**config.mk**
```make
export PLATFORM = sky130hd
export DESIGN_NAME = m3_serial_tx
export DESIGN_NICKNAME = d
export VERILOG_FILES = /design/src/rtl/m3_serial_tx.sv
export SDC_FILE = /design/constraint.sdc
export NUM_CORES = 1
export LEC_CHECK = 0
export CORE_MARGIN = 1.5
export CORE_UTILIZATION = 35
export CTS_CLUSTER_SIZE = 24
export DETAILED_ROUTE_END_ITERATION = 8
export PLACE_DENSITY_LB_ADDON = 0.12
export SLEW_MARGIN = 40
export SYNTH_ARGS = -nofsm -noshare
export SYNTH_HDL_FRONTEND = slang
export SYNTH_SLANG_ARGS = --single-unit
```
**constraint.sdc**
```tcl
create_clock -name clk -period 1.3 [get_ports clk]
set_input_delay 0.26 -clock clk [delete_from_list [all_inputs] [get_ports clk]]
set_output_delay 0.26 -clock clk [all_outputs]
set_load 0.01 [all_outputs]
```
**src/rtl/m3_serial_tx.sv**
```systemverilog
// MSB-first serial transmitter with a per-bit strobe and a running mod-3 residue
// of the bits already sent, giving the golden value for the multiple-of-3 detector.
module m3_serial_tx #(
  parameter int WIDTH = 8,
  parameter int DIV   = 4
) (
  input  logic             clk,
  input  logic             reset,
  input  logic [WIDTH-1:0] din,
  input  logic             load,
  output logic             ready,
  output logic             sout,
  output logic             bit_tick,
  output logic             frame_done,
  output logic [1:0]       residue,
  output logic             exp_div3
);

  localparam int CW = (DIV > 1) ? $clog2(DIV) : 1;
  localparam int BW = $clog2(WIDTH + 1);
  localparam logic [CW-1:0] CNT_MAX  = CW'(DIV - 1);
  localparam logic [BW-1:0] BIT_INIT = BW'(WIDTH);

  typedef enum logic [1:0] {IDLE, SHIFT, DONE} state_t;

  state_t           state;
  state_t           state_nxt;
  logic [WIDTH-1:0] shreg;
  logic [BW-1:0]    bitcnt;
  logic [CW-1:0]    cnt;
  logic [1:0]       res_q;
  logic             accept;
  logic             tick;

  // Residue kept in {0,1,2}; appending bit b to value v gives 2v+b.
  function automatic logic [1:0] res_step(input logic [1:0] r, input logic b);
    logic [1:0] nxt;
    case ({r, b})
      3'b000:  nxt = 2'd0;
      3'b001:  nxt = 2'd1;
      3'b010:  nxt = 2'd2;
      3'b011:  nxt = 2'd0;
      3'b100:  nxt = 2'd1;
      3'b101:  nxt = 2'd2;
      default: nxt = 2'd0;
    endcase
    return nxt;
  endfunction

  assign accept = (state == IDLE) && load;
  assign tick   = (state == SHIFT) && (cnt == CNT_MAX);

  always_ff @(posedge clk or negedge reset) begin
    if (!reset) state <= IDLE;
    else        state <= state_nxt;
  end

  always_comb begin
    state_nxt = state;
    case (state)
      IDLE:    if (load) state_nxt = SHIFT;
      SHIFT:   if (tick && (bitcnt == BW'(1))) state_nxt = DONE;
      DONE:    state_nxt = IDLE;
      default: state_nxt = IDLE;
    endcase
  end

  // Shift, divider, bit counter and residue all advance together on the tick edge.
  always_ff @(posedge clk or negedge reset) begin
    if (!reset) begin
      shreg  <= '0;
      bitcnt <= '0;
      cnt    <= '0;
      res_q  <= 2'd0;
    end else if (accept) begin
      shreg  <= din;
      bitcnt <= BIT_INIT;
      cnt    <= '0;
      res_q  <= 2'd0;
    end else if (state == SHIFT) begin
      cnt <= tick ? '0 : cnt + CW'(1);
      if (tick) begin
        res_q  <= res_step(res_q, shreg[WIDTH-1]);
        shreg  <= {shreg[WIDTH-2:0], 1'b0};
        bitcnt <= bitcnt - BW'(1);
      end
    end
  end

  assign ready      = (state == IDLE);
  assign sout       = (state == SHIFT) && shreg[WIDTH-1];
  assign bit_tick   = tick;
  assign frame_done = (state == DONE);
  assign residue    = res_q;
  assign exp_div3   = (res_q == 2'd0);

endmodule

```
==> impl_results.md <==
* Outcome: finished with violations
* Failing checks: setup timing
* PwrDens at 2210 nW/µm²
* Crit start category: register
* CP cell instances: buf_4, buf_6, nand3b_4, inv_2, buf_6
* Synth async-reset ratio at 100%
* TritonCTS buffer count at 3
* Top cell by count, worst path: buf_6
* Number of global-route vias before repair at 871
* Port buffer count at 17
* Post-layout minimum cycle time at 1490 ps
* Leading area contributor after synthesis: dfrtp_1
* DRT iter0 DRCs at 8
* Flops & latches, synth at 18
* Syn Area/Cell at 10.2 µm²
* Ys Warns at 0
* Placed cells at 140
* Worst skew pair latency at 300 ps
* Fin nets at 147
* Pin count of the biggest net entering global routing at 19
* End-of-flow core utilization at 65.2%
* Crit-path slowest cell: dfrtp_1
* DRC Markers at 0
* Design area at 1470 µm²
* Syn_nets at 98
* Area of the core at 2250 µm²
* Synth Instances at 84
* Crit path largest cell delay at 420 ps
* Ranking of synthesized cells by area: dfrtp_1 (52%), a22oi_1 (5.2%), ha_1 (4.4%)
* Clock Tree Buf Depth at 2
* Total power draw at 3.25 mW
* Via Count at 831
* CTS Sinks at 18
* Antenna diodes at 0
* WP data arrival at 1230 ps
* Layout Cells excl Fill at 160
* Final WL at 2400 µm
* Most instantiated library cell after synthesis: dfrtp_1
* Hold Crit Class: in -> async
* CTS root buf: clkbuf_4
* RSZ-0062 raised after global routing: true
* Drt first pass iters at 3
* Leakage power at 0.701 nW
* Worst setup margin at -187 ps
* Crit path kind: reg -> out
* Worst-path clk slew at 110 ps
* Post-route clock period utilization at 114%
* Synth top cells by count: dfrtp_1 (18), nand2_1 (7), nand3_1 (7), a22oi_1 (6), nor2_1 (6)
* First-pass GRT wire length at 3920 µm
* CP endpoint kind: output pin
* Die W at 52.6 µm
* Maximum vdd drop at 1.49 mV
* GRT Total Usage at 19.6%
* CTS Hold Buffers Added at 0
* Relative slew slack at 77.8%
* Clk network pwr share at 11.1%
* Worst slew pin tran at 331 ps
* Vias per cell at 5.19
* Area delta synth->final at 71.0%
* Critical Path Start: state[0]
* Net Sw Frac at 37.6%
* Maximum clock frequency at 673 MHz
* Synth Flop Type: dfrtp_1
* Synth cell types at 31
* Max Cap Violations at 0
* Die height at 52.6 µm
* Int Pwr at 2.03 mW
* GPL Wtd Cong at 0.727
* Layout cell share with drive strength beyond 1 at 48.5%
* Final-report setup violation count at 19
* Register area share after synthesis at 52.4%
* Initial Utilization at 38.1%
* Placed Area at 1160 µm²
* GR Overflow Total at 0
* Maximum level of the CTS H-tree at 1
* Combinational cell fraction of total power at 58.5%
* Die area at 2760 µm²
* Setup TNS at -1870 ps
* Filler cell count at 192
* Synth top area share at 52.4%
* Initial antenna violation count at 0
* Final Max Slew Viols at 0
* Detail Route Antenna Nets at 0
* Post-synth EDFFs at 0
* Final hold violations at 0
* Netlist Area Pre-Place at 860 µm²
* Sw Pwr at 1.22 mW
* Boundary Pins at 18
* Detail Placement HPWL at 1310 µm
* Crit path max fanout at 3
* Required time of the critical path at 1040 ps
* CTS tree: built
* Max Clock Skew at 3.52 ps
* # rows at 17
* Worst r2r src: state[0]
* Average wire per standard cell at 15.0 µm
* Seq pwr share at 30.4%
[through the flow]
step	setup slack [ps]	hold WS, ps
floorplan	5.54	-35.6
global placement	-305	479
detailed placement	-325	484
CTS	-154	294
global route	-271	323
finish	-187	280
[cell usage in the layout, fill, tap and decap left out, types with 2 or more instances in the layout]
cell	instances
a22o_1	3
a22oi_2	6
buf_2	4
buf_4	17
buf_6	13
clkbuf_4	3
clkdlybuf4s50_1	10
dfrtp_1	18
dlygate4sd2_1	2
ha_1	2
inv_1	4
nand2_1	7
nand3_1	3
nand3_2	4
nor2_1	4
nor3_1	2
o21ai_1	2
or3b_4	2
[cell families after synthesis]
kind of cell,count (synthesis),share of synthesized area (%)
AOI/OAI and AO/OA,21,18.1
xor gates and xnor gates,1,1.02
adders and majority gates,3,4.37
buffers and inverters,9,4.80
DFF,18,52.4
and+or+nand+nor,32,19.4
[power by group through the flow]
stage / Combinational (mW) / Clock, mW / Sequential, mW
4_1_cts: 1.62 / 0.360 / 0.971
3_3_place_gp: 1.31 / 0 / 0.963
6_report: 1.90 / 0.360 / 0.985
2_1_floorplan: 0.741 / 0 / 0.981
5_1_grt: 2.07 / 0.381 / 1.02
3_5_place_dp: 1.34 / 0 / 0.974
[routing by layer]
metal	wire [µm]	GRT usage, %	vias up	share of wire (%)
met3	72	5.14	2	3.0
li1	-	-	401	-
met5	0	0	-	0
met4	13	3.85	0	0.54
met2	1270	34.4	13	53
met1	1040	24.2	415	43
[cell type report]
class	instances	area, µm²	area share (%)
Sequential cell	18	450	30.6
Multi-Input combinational cell	58	498	33.9
Inverter	5	18.8	1.28
Tap cell	28	35.0	2.38
Timing Repair Buffer	47	432	29.4
Clock buffer	4	36.3	2.47
[final timing paths]
kind / to / cells after the start / slack [ps]
max: bit_tick / 5 / -190
min: cnt[0] / 2 / 280
max reg2reg: shreg[0] / 7 / -180
min reg2reg: bitcnt[3] / 1 / 510
max in group asynchronous: shreg[0] / 2 / 820
min in group clk: bitcnt[3] / 1 / 510
[worst max-delay path, delay by kind of cell (launching register included)]
family	cells	cell delay (ps)
flops	1	420
simple gates	1	80
buf+inv	4	430
[what timing repair did]
| item | CTS | global route |
|---|---|---|
| setup buffers | 9 | 7 |
| pin swaps | 14 | 10 |
| setup endpoints to repair | 21 | 23 |
| gates resized for setup | 54 | 15 |
| cloned | 2 | 0 |
[registers in the layout, summed over array words and instances, names as in the netlist]
register,count
state,2
residue,2
shreg,8
bitcnt,4
cnt,2
No activity file was read; power rests on OpenSTA's default activity.
